===== src/rtl/alu_mb.sv =====
// ---------------------------------------------------------------------------
// alu_mb -- multi-cycle byte-serial ALU.
//
// An operation is accepted in IDLE, then processed one byte slice per cycle
// in RUN (NB = WIDTH/8 cycles), and presented in DONE until consumed.
// A carry register runs between slices, seeded with ci. Shift-left and
// binary/decimal add walk the slices LSB-first; shift-right walks MSB-first.
//
// Op encoding (op):
//   0 ALU_ADD  1 ALU_AND  2 ALU_OR  3 ALU_XOR  4 ALU_BIT  5 ALU_SL  6 ALU_SR
//   7 undefined (result 0, Z=1, other flags 0)
//
// Ports:
//   clk, rst             clock, synchronous active-high reset
//   in_valid / in_ready  request handshake (ready only in IDLE)
//   ai, bi, ci, dec, op  operands, carry in, BCD mode (ADD only), operation
//   out_valid/out_ready  result handshake (valid only in DONE)
//   out, N, V, Z, C      result and flags, held until the next result
// ---------------------------------------------------------------------------
module alu_mb #(
    parameter int WIDTH = 16
) (
    input  logic             clk,
    input  logic             rst,
    input  logic             in_valid,
    output logic             in_ready,
    input  logic [WIDTH-1:0] ai,
    input  logic [WIDTH-1:0] bi,
    input  logic             ci,
    input  logic             dec,
    input  logic [2:0]       op,
    output logic             out_valid,
    input  logic             out_ready,
    output logic [WIDTH-1:0] out,
    output logic             N,
    output logic             V,
    output logic             Z,
    output logic             C
);

    localparam logic [2:0] ALU_ADD = 3'd0;
    localparam logic [2:0] ALU_AND = 3'd1;
    localparam logic [2:0] ALU_OR  = 3'd2;
    localparam logic [2:0] ALU_XOR = 3'd3;
    localparam logic [2:0] ALU_BIT = 3'd4;
    localparam logic [2:0] ALU_SL  = 3'd5;
    localparam logic [2:0] ALU_SR  = 3'd6;

    localparam int NB = WIDTH / 8;
    localparam int CW = (NB > 1) ? $clog2(NB) : 1;

    typedef enum logic [1:0] {IDLE, RUN, DONE} state_t;

    state_t            state_q, state_d;
    logic [CW-1:0]     cnt_q, cnt_d;
    logic [WIDTH-1:0]  a_q, b_q;
    logic              dec_q;
    logic [2:0]        op_q;
    logic              carry_q, carry_d;
    logic [WIDTH-1:0]  res_q, res_d;
    logic [WIDTH-1:0]  out_q, out_d;
    logic              n_q, n_d, v_q, v_d, z_q, z_d, c_q, c_d;
    logic              accept;

    // Slice datapath signals
    logic [CW-1:0]     idx;
    logic [CW+2:0]     sh;
    logic [7:0]        a_s, b_s, or_s, r_s;
    logic              cout, v_s;
    logic [4:0]        lo, hi;

    // One BCD digit add: returns {carry, digit}. A raw sum above 9 is
    // corrected by +6; wrapping in 4 bits gives the right digit for any
    // 5-bit sum, so non-BCD inputs still yield a defined value.
    function automatic logic [4:0] bcd_digit(input logic [3:0] a,
                                             input logic [3:0] b,
                                             input logic       cin);
        logic [4:0] s;
        s = {1'b0, a} + {1'b0, b} + {4'b0, cin};
        if (s > 5'd9) return {1'b1, s[3:0] + 4'd6};
        else          return {1'b0, s[3:0]};
    endfunction

    // Slice selection and per-slice operation
    always_comb begin
        idx  = (op_q == ALU_SR) ? (CW'(NB - 1) - cnt_q) : cnt_q;
        sh   = {idx, 3'b000};
        a_s  = 8'(a_q >> sh);
        b_s  = 8'(b_q >> sh);
        or_s = a_s | b_s;
        r_s  = 8'h00;
        cout = 1'b0;
        v_s  = 1'b0;
        lo   = 5'd0;
        hi   = 5'd0;
        case (op_q)
            ALU_ADD: begin
                if (dec_q) begin
                    lo   = bcd_digit(a_s[3:0], b_s[3:0], carry_q);
                    hi   = bcd_digit(a_s[7:4], b_s[7:4], lo[4]);
                    r_s  = {hi[3:0], lo[3:0]};
                    cout = hi[4];
                end else begin
                    {cout, r_s} = {1'b0, a_s} + {1'b0, b_s} + {8'd0, carry_q};
                    // Only the last (MSB) slice's value reaches V.
                    v_s = (a_s[7] ^ r_s[7]) & (b_s[7] ^ r_s[7]);
                end
            end
            ALU_AND, ALU_BIT: r_s = a_s & b_s;
            ALU_OR:           r_s = a_s | b_s;
            ALU_XOR:          r_s = a_s ^ b_s;
            ALU_SL: begin
                r_s  = {or_s[6:0], carry_q};
                cout = or_s[7];
            end
            ALU_SR: begin
                r_s  = {carry_q, or_s[7:1]};
                cout = or_s[0];
            end
            default: ;
        endcase
    end

    // FSM next state, outputs and result capture
    always_comb begin
        state_d   = state_q;
        cnt_d     = cnt_q;
        carry_d   = carry_q;
        res_d     = res_q;
        out_d     = out_q;
        n_d       = n_q;
        v_d       = v_q;
        z_d       = z_q;
        c_d       = c_q;
        accept    = 1'b0;
        in_ready  = 1'b0;
        out_valid = 1'b0;
        case (state_q)
            IDLE: begin
                in_ready = 1'b1;
                if (in_valid) begin
                    accept  = 1'b1;
                    state_d = RUN;
                    cnt_d   = '0;
                    res_d   = '0;
                    carry_d = ci;
                end
            end
            RUN: begin
                // res_q was cleared on accept and each slice is written once.
                res_d   = res_q | (WIDTH'(r_s) << sh);
                carry_d = cout;
                cnt_d   = cnt_q + 1'b1;
                if (cnt_q == CW'(NB - 1)) begin
                    state_d = DONE;
                    out_d   = res_d;
                    z_d     = (res_d == '0);
                    n_d     = (op_q == ALU_BIT) ? b_q[WIDTH-1] : res_d[WIDTH-1];
                    if (op_q == ALU_BIT)
                        v_d = b_q[WIDTH-2];
                    else if (op_q == ALU_ADD && !dec_q)
                        v_d = v_s;
                    else
                        v_d = 1'b0;
                    c_d = (op_q == ALU_ADD || op_q == ALU_SL || op_q == ALU_SR)
                          ? cout : 1'b0;
                end
            end
            DONE: begin
                out_valid = 1'b1;
                if (out_ready) state_d = IDLE;
            end
            default: state_d = IDLE;
        endcase
    end

    // Control and visible-result registers
    always_ff @(posedge clk) begin
        if (rst) begin
            state_q <= IDLE;
            cnt_q   <= '0;
            out_q   <= '0;
            n_q     <= 1'b0;
            v_q     <= 1'b0;
            z_q     <= 1'b0;
            c_q     <= 1'b0;
        end else begin
            state_q <= state_d;
            cnt_q   <= cnt_d;
            out_q   <= out_d;
            n_q     <= n_d;
            v_q     <= v_d;
            z_q     <= z_d;
            c_q     <= c_d;
        end
    end

    // Operand latch and working registers
    always_ff @(posedge clk) begin
        if (accept) begin
            a_q   <= ai;
            b_q   <= bi;
            dec_q <= dec;
            op_q  <= op;
        end
        carry_q <= carry_d;
        res_q   <= res_d;
    end

    assign out = out_q;
    assign N   = n_q;
    assign V   = v_q;
    assign Z   = z_q;
    assign C   = c_q;

endmodule


===== config.mk =====
export PLATFORM = sky130hd
export DESIGN_NAME = alu_mb
export DESIGN_NICKNAME = d
export VERILOG_FILES = /design/src/rtl/alu_mb.sv
export SDC_FILE = /design/constraint.sdc
export NUM_CORES = 1
export LEC_CHECK = 0
export CELL_PAD_IN_SITES_DETAIL_PLACEMENT = 0
export CELL_PAD_IN_SITES_GLOBAL_PLACEMENT = 1
export CORE_ASPECT_RATIO = 0.75
export CORE_MARGIN = 8
export CORE_UTILIZATION = 42
export DETAILED_ROUTE_END_ITERATION = 8
export HOLD_SLACK_MARGIN = 0.02
export PLACE_DENSITY = 0.87
export REMOVE_ABC_BUFFERS = 1
export SLEW_MARGIN = 20
export SYNTH_ARGS = -nofsm -noshare
export SYNTH_HDL_FRONTEND = slang
export SYNTH_SLANG_ARGS = --single-unit

===== constraint.sdc =====
create_clock -name clk -period 8.35 [get_ports clk]
set_input_delay 2.505 -clock clk [delete_from_list [all_inputs] [get_ports clk]]
set_output_delay 2.505 -clock clk [all_outputs]
set_load 0.005 [all_outputs]

==> impl_results.md, run 1 <==
* Status: completed
* Core Box Area at 10200 µm²
* Vias/cell at 5.41
* Fin. Hold Viols at 0
* Worst-Margin Slew at 779 ps
* Max FO, Critical Path at 24
* Wire per inst at between 15 and 20 µm
* Initial antenna violation count at 0
* Level count of the clock H-tree at 3
* Initial DRC count at 289
* Vias in the first global route at around 3.4k
* Clock insertion delay at the later pin of the skew report at 330 ps
* # hold bufs at CTS at 0
* Fin. max-slew vios at 0
* Post-synth top area share at roughly 37%
* CTS clk-pin slew, worst paths at 60 ps
* Synth Area per Inst at 9.55 µm²
* Synth area leaders: edfxtp_1 37%, dfxtp_1 11%, ha_1 5.2%
* Nets@finish at 572
* Post-route non-filler standard cell count at 651
* Clk_skew at 5.56 ps
* EDFF count, synth at 53
* Die area at 13900 µm²
* Achievable Freq at 150 MHz
* Final setup violation count at 0
* Final period util at 79.8%
* Buffers on Ports at 62
* Final setup TNS at 0 ps
* Ys Warns at 0
* Drt first pass iters at 5
* Maxcap violations at 0
* Row cnt at 32
* Global route overflow at 0
* GRT Total Usage at about 16%
* Largest area contributor in the netlist: edfxtp_1
* Worst Setup Slack, final at 1680 ps
* Worst slew margin at 48.0%
* Largest net degree at the start of global routing at 40
* Final worst path period need at 6670 ps
* TritonCTS buffer count at 9
* Most common cell in the netlist: nand2_1
* Minimum setup slack among reg-to-reg paths at approximately 1700 ps
* CP Data Arrival Time at 6920 ps
* CTS tree: built
* CP Class: register to register
* Placed Cells at 635
* Netlist Area Pre-Place at 4340 µm²
* Die Y at 104 µm
* Area Growth Syn to Fin at 24.0%
* Power density over the cells at 232 nW/µm²
* Die width at approximately 130 µm
* RSZ-0062 raised after global routing: false
* Final wirelength at 10800 µm
* Commonest cells post-synth: 59 x nand2_1, 56 x nor2_1, 53 x edfxtp_1, 32 x a21oi_1, 27 x inv_1
* Leak pwr at 0.00204 µW
* Top-Level Pins at 63
* First-pass GRT wire length at 17800 µm
* Clock tree root driver cell: clkbuf_16
* WHS at 500 ps
* Ys flop type: edfxtp_1
* Final antenna-violating net count at 0
* Fraction of registers with async set/reset at 0%
* # clock sinks at 76
* Vias at roughly 3.5k
* Yosys reg bits at 76
* CP endpoint kind: register
* Dpl hpwl at around 8000 µm
* Setup repair bufs after CTS at 0
* Worst path required time at ~8600 ps
* VDD IR-drop max at roughly 120 µV
* Initial Utilization at a little over two fifths
* Sequential element share of the synthesized area at 47.2%
* Startpoint Class: register
* Yosys cell types at 61
* Post-Syn Instances at 455
* Layout cell share with drive strength beyond 1 at roughly 6.8%
* Clock Path Buffers at 2
* Worst min-delay path class: register to register
* Count of cells resized by post-cts repair at 0
* # DRC at 0
* Diode count at 0
* Gpl congestion at 0.880
* Worst slack at placement at 1780 ps
worst max-delay path: stages, from the launching register on:
cell and delay (ps):
edfxtp_1 820, nand3b_1 320, xnor2_2 200, buf_4 240, nand2_1 100, nand2_1 100, fa_1 550, a21oi_2 250
xor2_1 290, ha_1 240, inv_1 70, a31oi_1 230, o21a_1 240, fa_1 180, inv_1 60, fa_1 400
xnor2_1 200, ha_1 260, a22oi_1 370, o21ai_0 150, or4_1 590, or4_1 550, o31ai_2 170
layout by cell type (no fill, tap or decap), drive strengths merged, types with 3 or more instances in the layout:
cell,count
mux2i,11
nand3b,5
buf,6
nor4,5
dfxtp,23
a31oi,3
clkbuf,13
clkinv,3
nor2,56
inv,29
a211oi,23
nand3,6
a221o,3
a221oi,3
or3,4
edfxtp,53
nand2,59
and2,8
fa,3
o22ai,5
or4,6
clkdlybuf4s50,62
a21oi,34
o211ai,6
xnor2,5
ha,18
o31ai,3
nor2b,9
nand2b,7
o21ai,10
worst paths after layout:
check / end / start / depth (start not counted)
max reg2reg: Z / op_q[1] / 22
max: Z / op_q[1] / 22
min: out[5] / out[5] / 2
min reg2reg: out[5] / out[5] / 2
area by class of cell:
| type | count | area (µm²) |
|---|---|---|
| Inverter | 29 | 109 |
| Fill cell | 938 | 4780 |
| Sequential cell | 76 | 2050 |
| Clock inverter | 3 | 18.8 |
| Timing Repair Buffer | 68 | 666 |
| Tap cell | 136 | 170 |
| Clock buffer | 13 | 282 |
| Multi-Input combinational cell | 326 | 2090 |
per-layer routing:
| metal | GRT usage [%] | part of all wire (%) | vias up |
|---|---|---|---|
| li1 | - | - | 1756 |
| met1 | 21.9 | 49 | 1650 |
| met2 | 23.7 | 44 | 106 |
| met3 | 4.20 | 5.9 | 13 |
| met4 | 4.64 | 1.2 | 0 |
| met5 | 0 | 0 | - |
per-stage QoR:
step | instance area (µm²) | power (µW) | utilization [%]
6_report | 5390 | 1250 | 53.0
2_1_floorplan | 4230 | 748 | -
4_1_cts | 5390 | 1260 | 53.0
3_5_place_dp | 5080 | 870 | 50.0
3_3_place_gp | 5080 | 864 | 50.0
5_1_grt | 5390 | 1320 | 53.0
flip-flops by register name (all words and copies together), names as in the netlist:
register,cells
C,1
N,1
V,1
Z,1
a_q,16
b_q,16
carry_q,1
cnt_q,1
dec_q,1
op_q,3
out,16
res_q,16
state_q,2
kinds of logic after synthesis:
| logic type | share of synthesized area, % |
|---|---|
| and+or+nand+nor | 18.6 |
| buffers and inverters | 5.10 |
| muxes | 3.05 |
| xor gates and xnor gates | 1.58 |
| adders and majority gates | 6.57 |
| AOI/OAI and AO/OA | 17.9 |
| DFF | 47.2 |
power by group:
part           total [µW]  switching [µW]  internal, µW
clock network         383             148           235
registers             460            19.5           440
logic                 408             241           166
total                1250             409           842
Power figures use the tool's default switching activity.
==> inputs of run 2 (changes only) <==
- CORE_UTILIZATION: 42 -> 38
- PLACE_DENSITY: 0.87 -> 0.83
- clock period: 8.35 -> 5.9 ns (I/O delays scaled with it)
==> run 2 against run 1 <==
Against the previous run:
- cell count increased by 2.2%
- highest routed layer unchanged
- non-clock buffer count grew 10
- worst setup slack lost 1400 ps
- maximum frequency rose by 18%
- critical path depth grew 2
- sequential share of layout area down 1.2 points
- hold slack got worse by 4.6 ps
- clock power rose by 30%
- register-to-register slack worse by 1400 ps
==> impl_results.md, run 2 (synthesis gave the netlist of run 1 again) <==
* Minimum setup slack among reg-to-reg paths at 270 ps
* First-pass GRT wire length at 18300 µm
* Final wirelength at 11400 µm
* Cell family with most CP delay: adder cells
* Most frequent cells in the layout: 62 x clkdlybuf4s50_1, 59 x nand2_1, 55 x nor2_1
* Vias at 3597
* Power density over the cells at between 300 and 400 nW/µm²
* Initial Utilization at 39.4%
* Die area at 15100 µm²
* Max FO, Critical Path at 7
* Worst path bufs/invs at 6
* Status: completed
* Final antenna-violating net count at 0
* Worst path depth at 24
* Clock tree root driver cell: clkbuf_16
* Area Growth Syn to Fin at 28.1%
* Clock insertion delay at the later pin of the skew report at 340 ps
* Layout cell share with drive strength beyond 1 at 11.0%
* Achievable Freq at approximately 180 MHz
* Final core occ at 50.5%
* Worst slack at placement at about 17 ps
* Drt first pass iters at 5
* VDD IR-drop max at 158 µV
* # DRC at 0
* Worst-Margin Slew at about 800 ps
* Fin. max-slew vios at 0
* Final period util at 95.4%
* CTS clk-pin slew, worst paths at 60 ps
* Cells along the critical path: nand3b_1 -> buf_4 -> xnor2_4 -> nand2_1 -> nand2_1 -> fa_2 -> buf_4 -> xor2_4 -> inv_1 -> ha_1 -> inv_1 -> a31oi_2 -> o21a_1 -> fa_1 -> inv_1 -> fa_1 -> inv_1 -> ha_2 -> a22oi_2 -> nand3_1 -> mux2i_1 -> or4_4 -> or4_1 -> o31ai_2
* Buffers on Ports at 62
* Final setup violation count at 0
* CP Data Arrival Time at 5880 ps
* GRT Total Usage at about 15%
* CP Class: register to register
* Vias in the first global route at 3496
* Worst path max stage delay at approximately 550 ps
* Maxcap violations at 0
* R2r endpoint: Z
* Row cnt at 33
* Critical path's slowest cell: or4_4
* Leading cell type in the layout, fill and taps excluded: clkdlybuf4s50_1
* Die Y at ~110 µm
* Initial antenna violation count at 0
* Tot Pwr at 1820 µW
* Worst slew margin at 46.4%
* Clock Path Buffers at 2
* TritonCTS buffer count at 9
* Startpoint Class: register
* Level count of the clock H-tree at 3
* # hold bufs at CTS at 0
* Dpl hpwl at 8420 µm
* # clock sinks at 76
* Worst setup path end: Z
* Core Box Area at 11000 µm²
* Fin. Hold Viols at 0
* Gpl congestion at 0.892
* Critical Path Most Common Cell: inv_1
* R2r startpoint: op_q[0]
* Initial DRC count at 320
* Nets@finish at between 500 and 600
* Largest net degree at the start of global routing at 39
* Global route overflow at 0
* Worst min-delay path class: register to register
* Final worst path period need at 5630 ps
* Diode count at 0
* CTS tree: built
* Vias/cell at 5.41
* Top-Level Pins at 63
* Die width at approximately 140 µm
* CP endpoint kind: register
* Worst Setup Slack, final at 274 ps
* Wire per inst at 17.2 µm
* Clk_skew at 4.21 ps
* CP Launch Point: op_q[0]
* Worst path required time at a little over 6000 ps
* Worst r2r path cells at 24
* Leak pwr at 0.00208 µW
## run 2: changes by cell type in the layout (fill, tap and decap cells not counted), sizes merged
cell    delta
clkinv     +1
buf       +10
clkbuf     -1
## run 2: routing by layer
metal  vias to the layer above  share of wire [%]  track usage (%)
met3                        14                7.0             4.36
met4                         0                1.2             4.45
li1                       1782                  -                -
met2                       123                 44             23.2
met5                         -                  0                0
met1                      1678                 48             20.8
## run 2: where the power goes
part	internal [µW]	switching, µW
Clock	284	214
Combinational	286	389
Sequential	623	21.6
Total	1190	624
## run 2: through the flow
step | instances | setup TNS, ps | cell area, µm² | hold WS, ps
after floorplan | 431 | -3670 | 4230 | 480
after global placement | 645 | 0 | 5130 | 490
after detailed placement | 645 | 0 | 5130 | 492
after CTS | 661 | 0 | 5420 | 500
after global routing | 665 | -48.5 | 5560 | 520
final | 665 | 0 | 5560 | 495
## run 2: repair_timing
action                                  4_1_cts  5_1_grt
pin swaps                                     0        5
cloned                                        0        0
setup buffers                                 0        4
resized for setup                             3       19
endpoints found under the setup margin        1        9
## run 2: how the worst min path moves through the flow
stage	start	endpoint	slack [ps]	cells past startpoint
after global placement	out[13]	out[13]	490	2
after CTS	out[1]	out[1]	500	2
after global routing	out[2]	out[2]	520	2
after floorplan	cnt_q	cnt_q	480	2
final	out[4]	out[4]	490	2
after detailed placement	out[4]	out[4]	490	2
## run 2: worst min-delay path: cells and delay by family (launching register included)
family | cells | cell delay [ps]
compound gates | 1 | 50
simple gates | 1 | 90
flops | 1 | 310
## run 2: cell type report
type | instances | area, µm²
inverters | 29 | 109
clock inverters | 4 | 26.3
fillers | 998 | 5460
flip-flops and latches | 76 | 2050
well taps | 140 | 175
repair buffers | 78 | 741
clock buffers | 12 | 236
multi-input cells | 326 | 2220
==> inputs of run 3 (changes only) <==
- CORE_UTILIZATION: 38 -> 44
- DONT_BUFFER_PORTS: unset -> 1
- PLACE_DENSITY: 0.83 -> 0.82
==> run 3 against run 2 <==
Against the previous run:
- design area down 12%
- highest routed layer unchanged
- largest cell class unchanged
- routed wire length is 5.3% lower
- critical path type unchanged
- global-route usage is 1.5 points higher
- critical path depth decreased by 3
- via count shrank 5.5%
- clock skew up 4.1 ps
- clock power rose by 3%
- die area decreased by 12%
==> impl_results.md, run 3 (synthesis gave the netlist of run 1 again) <==
* Status: completed
* CP Class: register to register
* Top-Level Pins at between 60 and 70
* Most frequent cells in the layout: 59 x nand2_1, 55 x nor2_1, 53 x edfxtp_1
* Worst path required time at between 6000 and 7000 ps
* Gpl congestion at ~0.94
* Final wirelength at 10800 µm
* Startpoint Class: register
* Worst slew margin at 46.0%
* Worst min-delay path class: register to register
* Net Sw Power at 603 µW
* Area Growth Syn to Fin at 13.1%
* R2r startpoint: op_q[0]
* Die width at between 100 and 150 µm
* Initial DRC count at between 200 and 250
* Dpl hpwl at 7920 µm
* Final worst path period need at approximately 5600 ps
* Global route overflow at 0
* # clock sinks at 76
* CP Data Arrival Time at 5860 ps
* TritonCTS buffer count at 9
* Buffers on Ports at 0
* Initial Utilization at ~45%
* Max FO, Critical Path at 6
* Worst-Margin Slew at 810 ps
* Clock tree root driver cell: clkbuf_16
* # hold bufs at CTS at 0
* Level count of the clock H-tree at 3
* First-pass GRT wire length at 17000 µm
* Clock Path Buffers at 2
* Dpl cell area at between 4000 and 5000 µm²
* # DRC at 0
* Tot Pwr at 1790 µW
* Clock insertion delay at the later pin of the skew report at 340 ps
* Worst r2r path cells at 21
* Final antenna-violating net count at 0
* Fin. max-slew vios at 0
* Largest net degree at the start of global routing at 39
* Fillers at 924
* Power density over the cells at 365 nW/µm²
* FF+latch area at 2050 µm²
* R2r endpoint: Z
* Fin. Hold Viols at 0
* VDD IR-drop max at 189 µV
* Wire per inst at about 18 µm
* Vias/cell at 5.73
* Clk_skew at 8.26 ps
* Drt first pass iters at 5
* Leak pwr at roughly 0.0019 µW
* Final period util at 95.0%
* Sequential share of power at between 30 and 40%
* Leading cell type in the layout, fill and taps excluded: nand2_1
* Worst slack at placement at 83.5 ps
* CP endpoint kind: register
* Logic pwr share at a little over a third
* Maxcap violations at 0
* Die area at 13300 µm²
* Internal at 1190 µW
* CTS clk-pin slew, worst paths at 60 ps
* CP Launch Point: op_q[0]
* Diode count at 0
* Switching share of power at 33.6%
* Final setup TNS at 0 ps
* Final instance area at around 4900 µm²
* GRT Total Usage at ~17%
* Clock share of power at roughly 29%
* Achievable Freq at 179 MHz
* Vias at 3398
* Final setup violation count at 0
* Hold path startpoint: out[7]
* Die Y at 102 µm
* Row cnt at 31
* Worst Setup Slack, final at 298 ps
* Core Box Area at 9620 µm²
* CTS tree: built
* Worst setup path end: Z
* Layout cell share with drive strength beyond 1 at 11.9%
* Nets@finish at between 500 and 600
* Multi-input logic area at 2200 µm²
* Vias in the first global route at around 3.2k
* Initial antenna violation count at 0
* Minimum setup slack among reg-to-reg paths at 300 ps
-- run 3: area by class of cell --
cell class	count	area share, %
well taps	132	3.36
flip-flops and latches	76	41.8
multi-input cells	326	44.8
inverters	29	2.22
repair buffers	14	2.14
clock inverters	3	0.382
clock buffers	13	5.30
-- run 3: worst min-delay path by stage --
stage,endpoint,depth (start not counted),slack [ps]
final,out[7],2,520
after global routing,out[4],2,540
after CTS,out[9],2,520
after detailed placement,out[9],2,510
after global placement,out[14],2,510
after floorplan,cnt_q,2,480
-- run 3: power by group through the flow --
stage / logic, µW / clock network, µW / registers, µW
after floorplan: 403 / 0 / 656
after global placement: 539 / 0 / 658
after detailed placement: 547 / 0 / 657
after CTS: 548 / 530 / 647
after global routing: 691 / 551 / 652
final: 632 / 513 / 647
-- run 3: through the flow --
| stage | std cells | util [%] | hold slack (ps) |
|---|---|---|---|
| after floorplan | 431 | - | 480 |
| after global placement | 574 | 46.7 | 514 |
| after detailed placement | 574 | 46.7 | 514 |
| after CTS | 590 | 49.6 | 522 |
| after global routing | 593 | 51.1 | 542 |
| final | 593 | 51.1 | 516 |
-- run 3: worst max-delay path: stages, from the launching register on --
cell and delay, ps:
edfxtp_1 380, nand3b_1 270, xnor2_2 230, nand2_1 90, nand2_1 110, fa_2 520, a21oi_4 230, xor2_2 180
ha_2 210, inv_1 80, a31oi_2 190, o21a_1 210, fa_1 190, inv_1 60, fa_1 430, xnor2_2 200
ha_1 270, a22oi_2 280, o21ai_0 120, or4_1 570, or4_1 540, o31ai_2 170
-- run 3: timing repair --
| item | in CTS | in global routing |
|---|---|---|
| resized for setup | 0 | 18 |
| endpoints found under the setup margin | 0 | 9 |
| buffers inserted | 0 | 3 |
-- run 3: metal layers --
layer  GRT usage, %  part of all wire [%]  wire length, µm  vias to the layer above
met5              0                     0                0                        -
met4           5.98                   1.6              175                        0
met3           5.84                   7.8              845                       17
met2           25.2                    44             4790                      117
met1           21.8                    46             5000                     1608
li1               -                     -                -                     1656
